===== src/rtl/ug_nor_pkg.sv =====
`default_nettype none
// ============================================================================
// ug_nor_pkg : op codes, parameter limits and 1-bit NOR helpers for ug_nor_lu
// Rev 1.0
// ============================================================================
package ug_nor_pkg;

  localparam int WIDTH_MAX  = 64;
  localparam int STAGES_MAX = 4;

  typedef enum logic [2:0] {
    UG_OP_NOR    = 3'd0,
    UG_OP_OR     = 3'd1,
    UG_OP_AND    = 3'd2,
    UG_OP_NOT    = 3'd3,
    UG_OP_NAND   = 3'd4,
    UG_OP_XOR    = 3'd5,
    UG_OP_XNOR   = 3'd6,
    UG_OP_PASS_B = 3'd7
  } ug_op_t;

  function automatic logic nor1(input logic x, input logic y);
    return ~(x | y);
  endfunction

  // XOR from four NOR cells plus a NOR inverter on the XNOR node.
  function automatic logic xor_nor(input logic x, input logic y);
    logic n, p, q, xn;
    n  = nor1(x, y);
    p  = nor1(x, n);
    q  = nor1(y, n);
    xn = nor1(p, q);
    return nor1(xn, xn);
  endfunction

endpackage
`default_nettype wire


===== src/rtl/ug_nor_cell.sv =====
`default_nettype none
// ============================================================================
// ug_nor_cell : combinational WIDTH-bit logic op built only from 2-input NORs
// Rev 1.0
// ============================================================================
import ug_nor_pkg::*;

module ug_nor_cell #(
  parameter int WIDTH = 8
) (
  input  ug_op_t           op,
  input  logic [WIDTH-1:0] a,
  input  logic [WIDTH-1:0] b,
  output logic [WIDTH-1:0] y
);

  function automatic logic [WIDTH-1:0] nor2(input logic [WIDTH-1:0] x,
                                            input logic [WIDTH-1:0] z);
    return ~(x | z);
  endfunction

  logic [WIDTH-1:0] n_ab, n_aa, n_bb;
  logic [WIDTH-1:0] f_or, f_and, f_nand, f_passb;
  logic [WIDTH-1:0] x_p, x_q, f_xnor, f_xor;

  assign n_ab    = nor2(a, b);
  assign n_aa    = nor2(a, a);
  assign n_bb    = nor2(b, b);
  assign f_or    = nor2(n_ab, n_ab);
  assign f_and   = nor2(n_aa, n_bb);
  assign f_nand  = nor2(f_and, f_and);
  assign f_passb = nor2(n_bb, n_bb);
  // x_p = ~a&b, x_q = a&~b; their NOR is XNOR.
  assign x_p     = nor2(a, n_ab);
  assign x_q     = nor2(b, n_ab);
  assign f_xnor  = nor2(x_p, x_q);
  assign f_xor   = nor2(f_xnor, f_xnor);

  always_comb begin
    y = n_ab;
    case (op)
      UG_OP_NOR:    y = n_ab;
      UG_OP_OR:     y = f_or;
      UG_OP_AND:    y = f_and;
      UG_OP_NOT:    y = n_aa;
      UG_OP_NAND:   y = f_nand;
      UG_OP_XOR:    y = f_xor;
      UG_OP_XNOR:   y = f_xnor;
      UG_OP_PASS_B: y = f_passb;
      default:      y = n_ab;
    endcase
  end

endmodule
`default_nettype wire


===== src/rtl/ug_nor_lu.sv =====
`default_nettype none
// ============================================================================
// ug_nor_lu : pipelined NOR-only logic unit with accumulator and hazard lock
// Optional parity output: define UG_NOR_LU_PARITY_EN.   Rev 1.0
// ============================================================================
import ug_nor_pkg::*;

module ug_nor_lu #(
  parameter int WIDTH  = 8,
  parameter int STAGES = 2,
  parameter int CNT_W  = 16
) (
  input  logic             clk,
  input  logic             rst_n,
  input  logic             in_valid,
  output logic             in_ready,
  input  logic [2:0]       op,
  input  logic [WIDTH-1:0] a,
  input  logic [WIDTH-1:0] b,
  input  logic             acc_sel,
  input  logic             acc_wr,
  output logic             out_valid,
  input  logic             out_ready,
  output logic [WIDTH-1:0] result,
`ifdef UG_NOR_LU_PARITY_EN
  output logic             result_par,
`endif
  output logic [WIDTH-1:0] acc,
  output logic [CNT_W-1:0] ops_count
);

  logic             stall, hazard, accept, retire;
  logic [WIDTH-1:0] op_a, cell_y;
  logic [STAGES-1:0] vld, wrf;
  logic [WIDTH-1:0] dat [STAGES];

  assign out_valid = vld[STAGES-1];
  assign result    = dat[STAGES-1];
  assign stall     = out_valid & ~out_ready;
  // Any in-flight accumulator write blocks an accumulator read.
  assign hazard    = acc_sel & |(vld & wrf);
  assign in_ready  = ~stall & ~hazard;
  assign accept    = in_valid & in_ready;
  assign retire    = out_valid & out_ready;
  assign op_a      = acc_sel ? acc : a;

  ug_nor_cell #(.WIDTH(WIDTH)) u_cell (
    .op (ug_op_t'(op)),
    .a  (op_a),
    .b  (b),
    .y  (cell_y)
  );

  always_ff @(posedge clk) begin
    if (!rst_n) begin
      vld <= '0;
      wrf <= '0;
      for (int i = 0; i < STAGES; i++) dat[i] <= '0;
    end else if (!stall) begin
      vld[0] <= accept;
      wrf[0] <= accept & acc_wr;
      dat[0] <= accept ? cell_y : '0;
      for (int i = 1; i < STAGES; i++) begin
        vld[i] <= vld[i-1];
        wrf[i] <= wrf[i-1];
        dat[i] <= dat[i-1];
      end
    end
  end

`ifdef UG_NOR_LU_PARITY_EN
  logic              par_y;
  logic [STAGES-1:0] par;

  always_comb begin
    par_y = 1'b0;
    for (int i = 0; i < WIDTH; i++) par_y = xor_nor(par_y, cell_y[i]);
  end

  always_ff @(posedge clk) begin
    if (!rst_n) begin
      par <= '0;
    end else if (!stall) begin
      par[0] <= accept & par_y;
      for (int i = 1; i < STAGES; i++) par[i] <= par[i-1];
    end
  end

  assign result_par = par[STAGES-1];
`endif

  always_ff @(posedge clk) begin
    if (!rst_n) begin
      acc       <= '0;
      ops_count <= '0;
    end else if (retire) begin
      if (wrf[STAGES-1]) acc <= result;
      if (ops_count != {CNT_W{1'b1}})
        ops_count <= ops_count + {{(CNT_W-1){1'b0}}, 1'b1};
    end
  end

endmodule
`default_nettype wire


===== config.mk =====
export PLATFORM = sky130hd
export DESIGN_NAME = ug_nor_lu
export DESIGN_NICKNAME = d
export VERILOG_FILES = /design/src/rtl/ug_nor_pkg.sv /design/src/rtl/ug_nor_cell.sv /design/src/rtl/ug_nor_lu.sv
export SDC_FILE = /design/constraint.sdc
export NUM_CORES = 1
export LEC_CHECK = 0
export ABC_CLOCK_PERIOD_IN_PS = 4800
export CAP_MARGIN = 20
export CORE_MARGIN = 3
export CORE_UTILIZATION = 55
export CTS_CLUSTER_DIAMETER = 200
export DETAILED_ROUTE_END_ITERATION = 7
export PLACE_DENSITY = 0.85
export RECOVER_POWER = 25
export SLEW_MARGIN = 0
export SYNTH_ARGS = -nofsm -noshare
export SYNTH_HDL_FRONTEND = slang
export SYNTH_SLANG_ARGS = --single-unit
export TNS_END_PERCENT = 20

===== constraint.sdc =====
create_clock -name clk -period 4.8 [get_ports clk]
set_input_delay 0.96 -clock clk [delete_from_list [all_inputs] [get_ports clk]]
set_output_delay 0.96 -clock clk [all_outputs]
set_load 0.01 [all_outputs]

Yosys cells after proc, flatten, opt, wreduce, memory -nomap -nowiden
Memory sizes are Yosys's and may differ from the RTL's.
Cells that the tools add are included.
{"block": "totals", "regBits": 28, "latch_bits": 0, "mem_bits_rw": 16, "rom_bits": 0, "input_bits": 25, "out_inout_bits": 34, "elab_cells": 61, "n_memories": 1}
{"block": "classes", "addsub": 1, "mul": 0, "div": 0, "order_cmp": 0, "n_eq_ne": 8, "shifts": 0, "n_mux": 9, "bitwise": 34, "reduce_logical": 4}
{"name": "dat", "words": 2, "word_bits": 8, "rd": 2, "rd_clocked_by_memory_dff": 0, "write_ports": 2, "line": "ug_nor_lu.sv:35", "text": "logic [WIDTH-1:0] dat [STAGES];"}
{"operator": "inverter 8 bit", "n": 11}
{"operator": "OR 8 bit", "n": 11}
{"operator": "one-hot mux 8 bit (8 select lines)", "n": 1}
{"operator": "two-way mux 8 bit", "n": 4}
{"operator": "adder 16 x 1 -> 16 bit (second input constant)", "n": 1}
{"operator": "inequality test 16 bit (second input constant)", "n": 1}
{"operator": "== test 3 bit (second input constant)", "n": 4}
{"operator": "AND 1 bit", "n": 6}
{"operator": "== test 3 x 2 -> 1 bit (second input constant)", "n": 2}
{"operator": "two-way mux 1 bit", "n": 4}
{"operator": "AND reduction 2 bit", "n": 2}
{"operator": "== test 3 x 1 -> 1 bit (second input constant)", "n": 1}
{"operator": "zero test 3 bit", "n": 1}
{"operator": "inverter 1 bit", "n": 3}
{"operator": "AND 2 bit", "n": 1}
{"operator": "OR 1 bit", "n": 2}
{"operator": "OR reduction 2 bit", "n": 1}

Depth between registers and ports, before layout
{"block": "logic_depth", "word_depth": 12, "mapped_depth": 8, "ltp_nobuf": 7}

By module
A second synthesis with hierarchy kept.
{"block": "hier_totals", "cells_unflattened": 307, "area_unflattened_um2": 2800.2}
{"module": "ug_nor_lu", "instances": 1, "cells_each": 201, "area_each_um2": 1998.2, "seq_area_each_um2": 1041.0}
{"module": "ug_nor_cell", "instances": 1, "cells_each": 106, "area_each_um2": 802.0, "seq_area_each_um2": 0.0}

Worst setup path after synthesis
No wires, ideal clock.
{"block": "synth_timing", "path_type": "input to register", "from": "input port acc_sel", "to": "memory dat[0][2], data pin", "setup_time_ns": 0.256, "arrival_time_ns": 2.396, "required_time_ns": 4.544, "setup_slack_ns": 2.148, "stages": 6, "path_buffers": 1, "cell_sequence": "buf_2 mux2i_1 ha_1 o211ai_1 or4bb_1 o211a_1"}
{"item": "start: declaration", "line": "ug_nor_lu.sv:20", "text": "input logic acc_sel,"}
{"item": "end: declaration", "line": "ug_nor_lu.sv:35"}

==> reports/summary.txt <==
=====================================================================================
Final Max Tran Viols ...................................................            0
Number of diodes .......................................................            0
Count of non-filler cells in the finished layout .......................          426
Part of the Yosys area used for sequential elements ....................       0.3643
Setup repair after global routing missed its margin ....................           no
Stage delay of the slowest cell on the critical path ...................      0.70 ns
Post-synthesis average cell area .......................................    9.189 µm²
Number of input and output port buffers inserted .......................           58
Combinational family with the most area after synthesis ................ simple AND/OR/NAND/NOR gates
Sink count of the clock tree ...........................................           44
Worst min path class ................................................... flip-flop to flip-flop
Residual overflow from global routing ..................................            0
Clock transition at path regs ..........................................      0.08 ns
Worst skew pair latency ................................................      0.30 ns
Maximum fanout encountered on the critical timing path .................           17
Synthesized-area fraction occupied by xor and xnor cells ...............            0
Count of mapped cells out of synthesis .................................          311
Synth warn .............................................................            0
Area enclosed by the die boundary ...................................... 0.006096 mm²
Fraction of the mapped netlist area in compound gates ..................       0.1764
Setup slack of the critical path after layout ..........................     1.070 ns
Post-CTS Setup Bufs ....................................................            0
Post-Synthesis Cell Area ............................................... 0.002858 mm²
Final Net Count ........................................................          400
Core region area ....................................................... 0.004880 mm²
Post-synth cell types ..................................................           58
Final setup skew .......................................................  0.005088 ns
DPL Wire Length ........................................................      5175 µm
Commonest non-fill, non-tap cell in the layout ......................... sky130_fd_sc_hd__clkdlybuf4s50_1
Wire length of the first global-routing pass ...........................    11,520 µm
Critical path buffers and inverters ....................................            3
Setup WS pre-CTS .......................................................     1.297 ns
CP Launch Point ........................................................        rst_n
Standard-cell rows .....................................................           25
Maximum Capacitance Violations .........................................            0
Static leakage power ...................................................     1.493 nW
Sum Neg Setup Slack ....................................................         0 ns
Share of synthesized registers carrying an async set or reset ..........            0
Post-synth EDFFs .......................................................           16
Number of endpoints failing setup at the final stage ...................            0
Highest-count cells in the layout ignoring fill and taps ............... sky130_fd_sc_hd__clkdlybuf4s50_1, sky130_fd_sc_hd__dfxtp_1, sky130_fd_sc_hd__inv_1, sky130_fd_sc_hd__nor2_1
Pwr/cell area .......................................................... 226.8 mW/mm²
Via count of the first global-routing pass .............................        2,386
Mux share of post-synthesis cell area ..................................      0.09019
Family with the most delay on the worst path ........................... buffers and inverters
Worst vdd ir ...........................................................     118.3 µV
Syn_nets ...............................................................          353
Hold-fix buffer count after cts ........................................            0
Post-route fraction of the period consumed by the critical path ........       0.7771
Layout Area Growth over Synthesis ......................................       22.90%
Cell count after placement .............................................          418
Max_slew headroom ......................................................       0.1244
Startpoint Class .......................................................    input pin
Total detailed-routing wirelength ......................................      6883 µm
Layout cells sized above 1 .............................................      0.05850
Slew @ Worst Pin .......................................................     1.301 ns
Status ................................................................. finished clean
Global placer's final weighted congestion ..............................       0.8281
Detailed-route wire length per cell ....................................     16.16 µm
Predominant post-synthesis flop cell ................................... sky130_fd_sc_hd__dfxtp_1
Count of TritonRoute iterations in the first routing pass ..............            5
Arrival time of data at the critical path endpoint .....................      3.83 ns
CP Class ............................................................... input pin to flip-flop
Detailed Route Iter0 Violations ........................................          264
Via Count ..............................................................        2,525
Effective utilization at floorplan .....................................       0.5856
Post-Synth Adder-Cell Area .............................................      0.07443
Launch instance of the worst min-delay path ............................       vld[0]
Slowest cell on the critical path ...................................... sky130_fd_sc_hd__clkinv_1
Min Clock Period, post-route ...........................................     3.730 ns
Worst path required time ...............................................      4.90 ns
Number of I/O pins .....................................................           59
Cell Chain, Critical Path .............................................. dlygate4sd3_1 > clkbuf_1 > clkinv_1 > a2111oi_4 > o21ai_1 > a211oi_1
Largest net degree at the start of global routing ......................           32
Overall Global Routing Usage ...........................................       0.2349
DRC violation count after routing ......................................            0
Flip-flop and latch count after synthesis ..............................           44
CTS Buf Count ..........................................................            5
Post-synthesis share of cell area spent on and, or, nand and nor gates .       0.2264
Remaining antenna violation count after routing ........................            0
Height of the die ......................................................     78.08 µm
Number of buffers between clock root and the deepest sink ..............            2
Kind of capture point of the worst setup path ..........................    flip-flop
Number of antenna violations at the first check in global routing ......            0
CTS H-tree depth .......................................................            2
Die span in x ..........................................................     78.08 µm
Maximum achievable frequency ...........................................    268.1 MHz
Number of endpoints with negative hold slack in the final report .......            0
Resized Gates After CTS ................................................            0
Post-detailed-route via-to-cell ratio ..................................        5.927
Root Driver ............................................................ sky130_fd_sc_hd__clkbuf_8
Reg-to-Reg Start ....................................................... ops_count[0]
Clock tree from TritonCTS ..............................................         done
=====================================================================================
==> synth_stat cells, types with 3 or more instances <==
cell type	number	area (µm²)
sky130_fd_sc_hd__a211oi_1	5	37.54
sky130_fd_sc_hd__nand4_1	3	18.77
sky130_fd_sc_hd__o31ai_1	3	22.52
sky130_fd_sc_hd__nor2_1	23	86.33
sky130_fd_sc_hd__a31oi_1	3	18.77
sky130_fd_sc_hd__a22o_1	3	26.28
sky130_fd_sc_hd__and2_1	9	56.30
sky130_fd_sc_hd__nand3b_1	4	30.03
sky130_fd_sc_hd__and4_1	4	35.03
sky130_fd_sc_hd__o21ai_0	9	45.04
sky130_fd_sc_hd__nor3_1	4	20.02
sky130_fd_sc_hd__dfxtp_1	28	560.5
sky130_fd_sc_hd__nand2_1	19	71.32
sky130_fd_sc_hd__o211ai_1	5	37.54
sky130_fd_sc_hd__nand3_1	9	45.04
sky130_fd_sc_hd__nor2b_1	4	25.02
sky130_fd_sc_hd__edfxtp_1	16	480.5
sky130_fd_sc_hd__or3_1	7	43.79
sky130_fd_sc_hd__ha_1	17	212.7
sky130_fd_sc_hd__and3_1	3	18.77
sky130_fd_sc_hd__buf_2	3	15.01
sky130_fd_sc_hd__o22ai_1	5	31.28
sky130_fd_sc_hd__buf_4	8	60.06
sky130_fd_sc_hd__inv_1	23	86.33
sky130_fd_sc_hd__clkbuf_1	8	30.03
sky130_fd_sc_hd__o211a_1	3	30.03
sky130_fd_sc_hd__nand2b_1	7	43.79
sky130_fd_sc_hd__mux2i_1	19	190.2
sky130_fd_sc_hd__a21oi_1	15	75.07
sky130_fd_sc_hd__o21ai_1	4	20.02
sky130_fd_sc_hd__mux2_2	6	67.56
==> metrics by stage <==
stage	area, µm²	util	hold WS [ns]	power (mW)
final	3512	0.7197	0.4837	0.7966
after global routing	3512	0.7197	0.4967	0.8296
after CTS	3531	0.7236	0.4783	0.8013
after detailed placement	3425	0.7018	0.4666	0.5399
after global placement	3425	0.7018	0.4568	0.5341
after floorplan	2858	-	0.4363	0.4923
==> cells by family after synthesis <==
kind of cell    Yosys count
simple gates            110
compound gates           72
flops                    44
buf+inv                  43
mux                      25
fa+ha+maj                17
==> metal layers <==
metal,track usage,part of all wire,up-vias
met2,0.3750,0.48,79
met4,0.07343,0.012,0
met1,0.3302,0.45,1210
li1,-,-,1229
met3,0.03326,0.059,7
met5,0,0,-
==> flip-flops by register name, summed over array words and instances (netlist names) <==
signal,cells
acc,8
dat,16
ops_count,16
vld,2
wrf,2
==> power by group <==
group	internal, mW	total [mW]	switching, mW	leakage, nW
combinational	0.0603	0.125	0.0646	1.02
clock	0.133	0.267	0.134	0.0523
sequential	0.398	0.405	0.00640	0.417
==> final timing paths <==
path / endpoint / slack, ns / depth (start not counted)
worst max-delay path: dat[0][6] / 1.07 / 6
worst min register to register: vld[1] / 0.48 / 2
worst min-delay path: vld[1] / 0.48 / 2
worst max register to register: ops_count[15] / 2.32 / 5
==> cell type report <==
type / count / area, µm²
Tap cell: 67 / 83.83
Fill cell: 386 / 1368
Multi-Input combinational cell: 224 / 1607
Clock inverter: 2 / 12.51
Clock buffer: 6 / 93.84
Sequential cell: 44 / 1041
Inverter: 24 / 90.09
Timing Repair Buffer: 59 / 584.3
==> tightest hold or removal path, stage by stage (launching register included) <==
cell and delay (ns):
sky130_fd_sc_hd__dfxtp_1 0.34, sky130_fd_sc_hd__nand2_1 0.06, sky130_fd_sc_hd__nand2_1 0.04
Note: power is estimated with default switching activity, not from simulation.
